--- src/rtl/sram_pattern_initiator_if.sv ---
// Word-wide SRAM port between a bus master and a registered-read memory responder.
// The master drives address, write strobe and write data; read data returns one cycle later.
interface sram_pattern_initiator_if;
  logic [31:0] addr_o;
  logic        write_en_o;
  logic [31:0] data_o;
  logic [31:0] data_i;

  modport master (output addr_o, output write_en_o, output data_o, input data_i);
  modport slave  (input addr_o, input write_en_o, input data_o, output data_i);
endinterface

--- src/rtl/sram_pattern_initiator.sv ---
// SRAM self-test initiator: fills a word region with SEED ^ {~i, i}, reads it back,
// and reports pass/fail, a saturating mismatch count and the first failing byte address.
module sram_pattern_initiator #(
  parameter logic [31:0] BASE_ADDR = 32'h0,
  parameter int unsigned NUM_WORDS = 16,
  parameter logic [31:0] SEED      = 32'h0
) (
  input  logic                              clk,
  input  logic                              rst,
  input  logic                              start_i,
  output logic                              busy_o,
  output logic                              done_o,
  output logic                              pass_o,
  output logic [15:0]                       err_count_o,
  output logic [31:0]                       first_err_addr_o,
  sram_pattern_initiator_if.master          mem
);

  typedef enum logic [2:0] {IDLE, WRITE, READ, DRAIN, DONE} state_t;

  localparam logic [15:0] LAST_IDX = 16'(NUM_WORDS - 1);

  state_t      state_q, state_d;
  logic [15:0] idx_q, idx_d;
  logic [31:0] addr_q, addr_d;
  logic        we_q, we_d;
  logic [31:0] wdata_q, wdata_d;
  logic        busy_q, busy_d;
  logic        done_q, done_d;
  logic        pass_q, pass_d;
  logic [15:0] err_q, err_d;
  logic [31:0] first_q, first_d;
  logic        cmp_valid_q, cmp_valid_d;
  logic [31:0] exp_q, exp_d;
  logic [31:0] exp_addr_q, exp_addr_d;

  function automatic logic [31:0] pattern(input logic [15:0] i);
    return SEED ^ {~i, i};
  endfunction

  function automatic logic [31:0] word_addr(input logic [15:0] i);
    return BASE_ADDR + {14'd0, i, 2'b00};
  endfunction

  logic        last_word;
  logic [15:0] idx_inc;
  logic        mismatch;

  assign last_word = (idx_q == LAST_IDX);
  assign idx_inc   = idx_q + 16'd1;
  assign mismatch  = cmp_valid_q && (mem.data_i != exp_q);

  // Every output is produced from the next state, so the bus and status pins are all flops.
  always_comb begin
    // NOTE: every variable gets a default before any branch so no path leaves it unassigned (no latches).
    state_d     = state_q;
    idx_d       = idx_q;
    addr_d      = 32'h0;
    we_d        = 1'b0;
    wdata_d     = 32'h0;
    busy_d      = 1'b0;
    done_d      = 1'b0;
    pass_d      = pass_q;
    err_d       = err_q;
    first_d     = first_q;
    cmp_valid_d = 1'b0;
    exp_d       = exp_q;
    exp_addr_d  = exp_addr_q;

    if (mismatch) begin
      if (err_q != 16'hFFFF) err_d = err_q + 16'd1;
      if (err_q == 16'h0)    first_d = exp_addr_q;
    end

    unique case (state_q)
      IDLE: begin
        if (start_i) begin
          state_d = WRITE;
          idx_d   = 16'd0;
          addr_d  = word_addr(16'd0);
          we_d    = 1'b1;
          wdata_d = pattern(16'd0);
          busy_d  = 1'b1;
          err_d   = 16'h0;
          first_d = 32'h0;
          pass_d  = 1'b0;
        end
      end
      WRITE: begin
        busy_d = 1'b1;
        if (last_word) begin
          state_d = READ;
          idx_d   = 16'd0;
          addr_d  = word_addr(16'd0);
        end else begin
          idx_d   = idx_inc;
          addr_d  = word_addr(idx_inc);
          we_d    = 1'b1;
          wdata_d = pattern(idx_inc);
        end
      end
      READ: begin
        // Read data arrives a cycle late, so the expected word and its address ride one stage behind.
        busy_d      = 1'b1;
        cmp_valid_d = 1'b1;
        exp_d       = pattern(idx_q);
        exp_addr_d  = addr_q;
        if (last_word) begin
          state_d = DRAIN;
        end else begin
          idx_d  = idx_inc;
          addr_d = word_addr(idx_inc);
        end
      end
      DRAIN: begin
        state_d = DONE;
        done_d  = 1'b1;
        pass_d  = (err_d == 16'h0);
      end
      DONE:    state_d = IDLE;
      default: state_d = IDLE;
    endcase
  end

  always_ff @(posedge clk) begin
    if (rst) begin
      state_q     <= IDLE;
      idx_q       <= 16'd0;
      addr_q      <= 32'h0;
      we_q        <= 1'b0;
      wdata_q     <= 32'h0;
      busy_q      <= 1'b0;
      done_q      <= 1'b0;
      pass_q      <= 1'b0;
      err_q       <= 16'h0;
      first_q     <= 32'h0;
      cmp_valid_q <= 1'b0;
      exp_q       <= 32'h0;
      exp_addr_q  <= 32'h0;
    end else begin
      // NOTE: non-blocking assignments so every flop samples pre-edge values regardless of order.
      state_q     <= state_d;
      idx_q       <= idx_d;
      addr_q      <= addr_d;
      we_q        <= we_d;
      wdata_q     <= wdata_d;
      busy_q      <= busy_d;
      done_q      <= done_d;
      pass_q      <= pass_d;
      err_q       <= err_d;
      first_q     <= first_d;
      cmp_valid_q <= cmp_valid_d;
      exp_q       <= exp_d;
      exp_addr_q  <= exp_addr_d;
    end
  end

  assign mem.addr_o       = addr_q;
  assign mem.write_en_o   = we_q;
  assign mem.data_o       = wdata_q;
  assign busy_o           = busy_q;
  assign done_o           = done_q;
  assign pass_o           = pass_q;
  assign err_count_o      = err_q;
  assign first_err_addr_o = first_q;

endmodule

--- src/flat_wrapper.sv ---
// flat-port wrapper written by rule: the top's interface ports become plain ports
module sram_pattern_initiator_flat 
#(
  parameter logic [31:0] BASE_ADDR = 32'h0,
  parameter int unsigned NUM_WORDS = 16,
  parameter logic [31:0] SEED      = 32'h0
)
  (clk, rst, start_i, busy_o, done_o, pass_o, err_count_o, first_err_addr_o, mem_addr_o, mem_write_en_o, mem_data_o, mem_data_i);
  sram_pattern_initiator_if mem_i ();
  input  logic clk;
  input  logic rst;
  input  logic start_i;
  output logic busy_o;
  output logic done_o;
  output logic pass_o;
  output logic [15:0] err_count_o;
  output logic [31:0] first_err_addr_o;
  output wire logic [$bits(mem_i.addr_o)-1:0] mem_addr_o;
  output wire logic [$bits(mem_i.write_en_o)-1:0] mem_write_en_o;
  output wire logic [$bits(mem_i.data_o)-1:0] mem_data_o;
  input wire logic [$bits(mem_i.data_i)-1:0] mem_data_i;
  assign mem_addr_o = mem_i.addr_o;
  assign mem_write_en_o = mem_i.write_en_o;
  assign mem_data_o = mem_i.data_o;
  assign mem_i.data_i = mem_data_i;
  sram_pattern_initiator #(.BASE_ADDR(BASE_ADDR), .NUM_WORDS(NUM_WORDS), .SEED(SEED)) u_core (.clk(clk), .rst(rst), .start_i(start_i), .busy_o(busy_o), .done_o(done_o), .pass_o(pass_o), .err_count_o(err_count_o), .first_err_addr_o(first_err_addr_o), .mem(mem_i));
endmodule
--- config.mk ---
export PLATFORM = sky130hd
export DESIGN_NAME = sram_pattern_initiator_flat
export DESIGN_NICKNAME = d
export VERILOG_FILES = /design/src/rtl/sram_pattern_initiator_if.sv /design/src/rtl/sram_pattern_initiator.sv /design/src/flat_wrapper.sv
export SDC_FILE = /design/constraint.sdc
export NUM_CORES = 1
export LEC_CHECK = 0
export CAP_MARGIN = 20
export CORE_MARGIN = 4
export CORE_UTILIZATION = 45
export DETAILED_ROUTE_END_ITERATION = 10
export PLACE_DENSITY = 0.75
export SYNTH_ARGS = -nofsm -noshare
export SYNTH_HDL_FRONTEND = slang
export SYNTH_SLANG_ARGS = --single-unit
--- constraint.sdc ---
create_clock -name clk -period 2.2 [get_ports clk]
set_input_delay 0.22 -clock clk [delete_from_list [all_inputs] [get_ports clk]]
set_output_delay 0.22 -clock clk [all_outputs]
set_load 0.01 [all_outputs]
* After elaboration in Yosys (flattened, before gate mapping)
Index checks and enable logic that the tools add are counted.
** Cells by class
- Add/sub/neg operators :: 2
- Equal/unequal tests :: 10
- Multiplexer cells :: 27
- Bitwise logic cells :: 3
- Reductions and logical operators :: 12
** Operators by type and width (number)
- 2-to-1 mux 32 bit :: 6
- 2-to-1 mux 16 bit :: 7
- one-hot mux 32 bit (2 select lines) :: 1
- one-hot mux 16 bit (3 select lines) :: 1
- adder 16 x 1 -> 16 bit (second input constant) :: 2
- zero test 16 bit :: 2
- != test 32 bit :: 1
- inverter 16 bit :: 2
- equality test 16 x 4 -> 1 bit (second input constant) :: 1
- != test 16 bit (second input constant) :: 1
- one-hot mux 3 bit (4 select lines) :: 1
- 2-to-1 mux 3 bit :: 3
- equality test 3 x 2 -> 1 bit (second input constant) :: 2
- one-hot mux 1 bit (2 select lines) :: 3
- AND reduction 3 bit :: 2
- 2-to-1 mux 1 bit :: 5
- != test 2 x 1 -> 1 bit (second input constant) :: 2
- != test 2 bit (second input constant) :: 2
- OR reduction 2 bit :: 2
- equality test 3 x 1 -> 1 bit (second input constant) :: 1
- zero test 3 bit :: 1
- nonzero test 3 bit :: 1
- OR reduction 3 bit :: 1
- AND reduction 2 bit :: 1
- 3 further kinds :: 3
** Storage, ports and cells
- Bits in registers :: 200
- Bits of input ports :: 35
- Output and inout bits :: 116
- Logic and storage cells :: 68

* Depth between registers and ports, before layout
- Word-level depth :: 5
- Gate-level depth with buffers :: 9
- Mapped depth without buffers :: 9

* Worst setup path before layout
OpenSTA, ideal clock, no wires.
- Path kind :: reg-to-reg
- From :: register u_core.err_q[0], in the netlist u_core.err_count_o[0]
- To :: register u_core.pass_q, in the netlist u_core.pass_o
- Setup time :: 84 ps
- Arrival :: 2146 ps
- Data required time :: 2116 ps
- Setup slack :: -30 ps
- Cell stages (with the launch flop) :: 10
- Path buffers :: 0
- Clock period less this slack :: 2230 ps
- Path through :: dfxtp_1 -> ha_1 -> and3_1 -> nand2_2 -> nor4_4 -> o211ai_2 -> or3_1 -> a22oi_1 -> nand4_1 -> o31ai_2
** On the way
- Cells in the longest elaborated chain, start to end :: 5
- Elaborated cells on any way between the ends :: 6
- Those cells by class :: 1 x add/sub; 1 x eq/ne; 3 x mux; 1 x reduce/logical
** Ends and longest elaborated chain
- start: declaration :: RTL line sram_pattern_initiator.sv:31 : logic [15:0] err_q, err_d;
- start signal: assignment :: RTL line sram_pattern_initiator.sv:150 : err_q <= err_d;
- adder 16 x 1 -> 16 bit or != test 16 bit (tied branches) :: RTL line sram_pattern_initiator.sv:71 : if (err_q != 16'hFFFF) err_d = err_q + 16'd1;
- 2-to-1 mux 16 bit :: RTL line sram_pattern_initiator.sv:71
- 2-to-1 mux 16 bit * :: RTL line sram_pattern_initiator.sv:70 : if (mismatch) begin
- zero test 16 bit * :: RTL line sram_pattern_initiator.sv:118 : pass_d = (err_d == 16'h0);
- one-hot mux 1 bit (2 select lines) * :: RTL line sram_pattern_initiator.sv:75 : unique case (state_q)
- end signal: assignment :: RTL line sram_pattern_initiator.sv:149 : pass_q <= pass_d;
- end: declaration :: RTL line sram_pattern_initiator.sv:30 : logic pass_q, pass_d;
Mark *: on every way between the ends. The rest lies on a longest branch, timed or not.
A chain may end at the register's enable or synchronous reset.

* Final worst setup path
- From :: register u_core.exp_q[0]
- To :: register u_core.pass_q, in the netlist u_core.pass_o
** On the way
- Cells in the longest elaborated chain, start to end :: 5
** Ends and longest elaborated chain
- start: declaration :: RTL line sram_pattern_initiator.sv:34 : logic [31:0] exp_q, exp_d;
- start signal: assignment :: RTL line sram_pattern_initiator.sv:153 : exp_q <= exp_d;
- != test 32 bit :: RTL line sram_pattern_initiator.sv:51 : assign mismatch = cmp_valid_q && (mem.data_i != exp_q);
- logical AND 1 bit :: RTL line sram_pattern_initiator.sv:51
- 2-to-1 mux 16 bit :: RTL line sram_pattern_initiator.sv:70
- zero test 16 bit :: RTL line sram_pattern_initiator.sv:118
- one-hot mux 1 bit (2 select lines) :: RTL line sram_pattern_initiator.sv:75
Every way passes these cells.

==> summary.txt <==
DPL Wire Length: 12.27 mm
Gpl congestion: 0.8780
Startpoint Class: flop
Yosys cell types: 49
Setup WS pre-CTS: -0.4275 ns
Area leader, netlist: dfxtp_1
RR Startpoint: u_core.exp_q[0]$_SDFFE_PP0P_
Pre-antenna DRT Iters: 4
WL/cell: 15.42 um
Overall Global Routing Usage: 0.2039
Clk buf depth: 2
Clock sinks: 168
Ys flop type: dfxtp_1
Cell mode on critical path: nand4_1
Fin crit period: 2.182 ns
RSZ-0062 raised after global routing: true
CP required: 2.56 ns
DR vias/cell: 5.050
Peak supply drop: 0.5699 mV
Most common cell after layout, fill and taps aside: dfxtp_1
Placed insts: 1080
Antenna Cells: 0
Worst Tran Pin Value: 0.6650 ns
Crit path cell chain: xor2_1, nor4_2, nand4_1, o21ai_2, buf_12, nor4_1, xnor2_1, nand4_1, o31ai_2
Yosys Warn Count: 0
Fin nets: 956
DRC violations left: 0
Fin Setup TNS: 0 ns
Most frequent cells in the layout: 163 x dfxtp_1, 133 x clkdlybuf4s50_1, 122 x nor2_1, 78 x nand2_1, 66 x a21oi_1
Post-synthesis mux area share: 0.03411
Starting Density: 0.4626
XOR/XNOR Fraction of Synth Area: 0.09603
Largest delay share family, worst path: simple AND/OR/NAND/NOR gates
CTS clock-pin slew for the worst setup and hold paths: 0.07 ns
Power per Cell Area: 691.4 nW/um2
Pin count of the biggest net entering global routing: 64
Port bufs: 134
Vias in the first global route: 5195
Post-synth EDFFs: 0
Max Fclk: 0.4584 GHz
Routed WL: 17.20 mm
R2r worst-path depth: 9
CP Capture Type: flop
Slew Limit Fails: 0
Worst reg2reg setup slack: 0.02 ns
Async SR Flop Fraction: 0
Hold_sp: rst
Slew HR: 0.5567
Largest family of logic cells by synthesized area: simple AND/OR/NAND/NOR gates
I/O pin count: 151
Final ANT Viol Nets: 0
CP peak stage delay: 0.35 ns
DIE AREA: 17020 um2
Synth Area in Compound Gates: 0.08565
Setup violators final: 0
Adder-cell share of the synthesized area: 0.005562
WS Path Type: reg2reg
WHS: 0.05221 ns
Top-area cell type share of the netlist area: 0.4983
Static leakage: 3.588 nW
CTS Buf Count: 17
CTS tree: yes
Area Overhead vs Synth: 35.08%
Hold WC Path Type: in2reg
H-tree depth: 4
Simple-gate area share of the yosys netlist: 0.2210
Initial antenna violation count: 0
Utilization after layout: 0.6249
Mapped Area: 6749 um2
Status: finished, final reports clean
Reg2reg end: u_core.pass_o$_SDFFE_PP0P_
Die height: 130.5 um
First-pass GRT wire length: 27.03 mm
Cts hold-fix bufs: 0
Die Wd: 130.5 um
Avg Inst Size Synth: 8.834 um2
Gr ovfl total: 0
Clk_lat worst skew: 0.44 ns
Max cap viols: 0
Synth top area cells: dfxtp_1 50%, nor2_1 7.0%, xor2_1 6.4%
Worst setup margin: 0.01836 ns
Yosys reg bits: 168
Root Buffer: clkbuf_16
Hold path cells: 2
Vias post-DR: 5631
Crit path buf inv count: 1
Core ar.: 14590 um2
Clock skew: 0.01479 ns
Max FO, Critical Path: 12
Post-synthesis cell count: 764
Initial DRC count: 568
Layout Cells excl Fill: 1115
Hold endpoint: u_core.state_q[2]$_SDFFE_PP0P_
Data arrival time of the worst path: 2.54 ns
Worst-path cell with the longest stage delay: nor4_2
Register area share after synthesis: 0.4983
Standard-cell rows: 44
Final hold vios: 0
Fin crit share: 0.9917
Fraction of layout cells with a size suffix above 1: 0.1332
cells by family (layout without fill, tap and decap cells):
| kind of cell | after synthesis | count (layout) |
|---|---|---|
| compound gates | 98 | 98 |
| xor+xnor | 74 | 74 |
| fa+ha+maj | 3 | 3 |
| buf+inv | 84 | 236 |
| flops | 168 | 168 |
| mux | 23 | 23 |
| other cells | 1 | 16 |
| simple gates | 313 | 313 |
registers in the layout, summed over array words and instances (netlist names):
| register | count |
|---|---|
| u_core.pass_o | 1 |
| u_core.mem.addr_o | 16 |
| u_core.cmp_valid_q | 1 |
| u_core.err_count_o | 16 |
| u_core.state_q | 3 |
| u_core.mem.write_en_o | 1 |
| u_core.exp_q | 32 |
| u_core.mem.data_o | 32 |
| u_core.done_o | 1 |
| u_core.first_err_addr_o | 32 |
| u_core.idx_q | 16 |
| u_core.busy_o | 1 |
| u_core.exp_addr_q | 16 |
power breakdown:
| part | switching [mW] | total [mW] | leakage, nW | internal (mW) |
|---|---|---|---|---|
| Clock | 1.36 | 2.89 | 0.274 | 1.53 |
| Sequential | 0.0116 | 3.08 | 1.36 | 3.07 |
| Combinational | 0.175 | 0.329 | 1.95 | 0.154 |
| Total | 1.55 | 6.30 | 3.59 | 4.75 |
Yosys cell counts, types with 6 or more instances:
master and count:
dfxtp_1 168, o21ai_0 9, buf_4 19, nand2_1 78, a22oi_1 15, xor2_1 49, mux2i_1 23, nor3_1 11
clkbuf_1 46, and3_1 10, a21oi_1 66, xnor2_1 25, nand2b_1 6, inv_1 10, buf_2 7, nand3_1 14
nor4_1 17, nor2_1 125, and2_1 18, nand4_1 7
layout make-up:
type	instances	area (um2)
clock buffer	18	439.2
clock inverter	14	136.4
fill	1229	5473
inverter	11	41.29
multi-input combinational	527	3083
sequential	168	3369
tap	184	230.2
timing repair buffer	193	1817
per-layer routing:
| layer | global-route usage | wire length (um) |
|---|---|---|
| met1 | 0.2759 | 7762 |
| met2 | 0.3223 | 8118 |
| met3 | 0.04715 | 983 |
| met4 | 0.07078 | 330 |
| met5 | 0 | 0 |
worst max-delay path by stage:
stage / slack, ns / from / cells after the start / to
after floorplan: 0.06 / u_core.err_count_o[0]$_SDFF_PP0_ / 9 / u_core.pass_o$_SDFFE_PP0P_
after global placement: -0.38 / mem_data_i[29] / 10 / u_core.pass_o$_SDFFE_PP0P_
after detailed placement: -0.43 / mem_data_i[0] / 10 / u_core.pass_o$_SDFFE_PP0P_
after CTS: 0.02 / u_core.exp_q[28]$_SDFFE_PP0P_ / 9 / u_core.pass_o$_SDFFE_PP0P_
after global routing: -0.18 / u_core.exp_q[29]$_SDFFE_PP0P_ / 9 / u_core.pass_o$_SDFFE_PP0P_
final: 0.02 / u_core.exp_q[0]$_SDFFE_PP0P_ / 9 / u_core.pass_o$_SDFFE_PP0P_
per-stage QoR:
stage	cell area (um2)	total power, mW
floorplan	6808	3.315
global placement	8479	3.475
detailed placement	8479	3.476
CTS	9066	6.350
global route	9116	6.513
finish	9116	6.303
timing repair:
action | 4_1_cts | 5_1_grt
pin swaps | 0 | 1
endpoints found under the setup margin | 3 | 12
gates resized for setup | 2 | 9
buffers inserted | 0 | 3
Note: power is estimated with default switching activity, not from simulation.
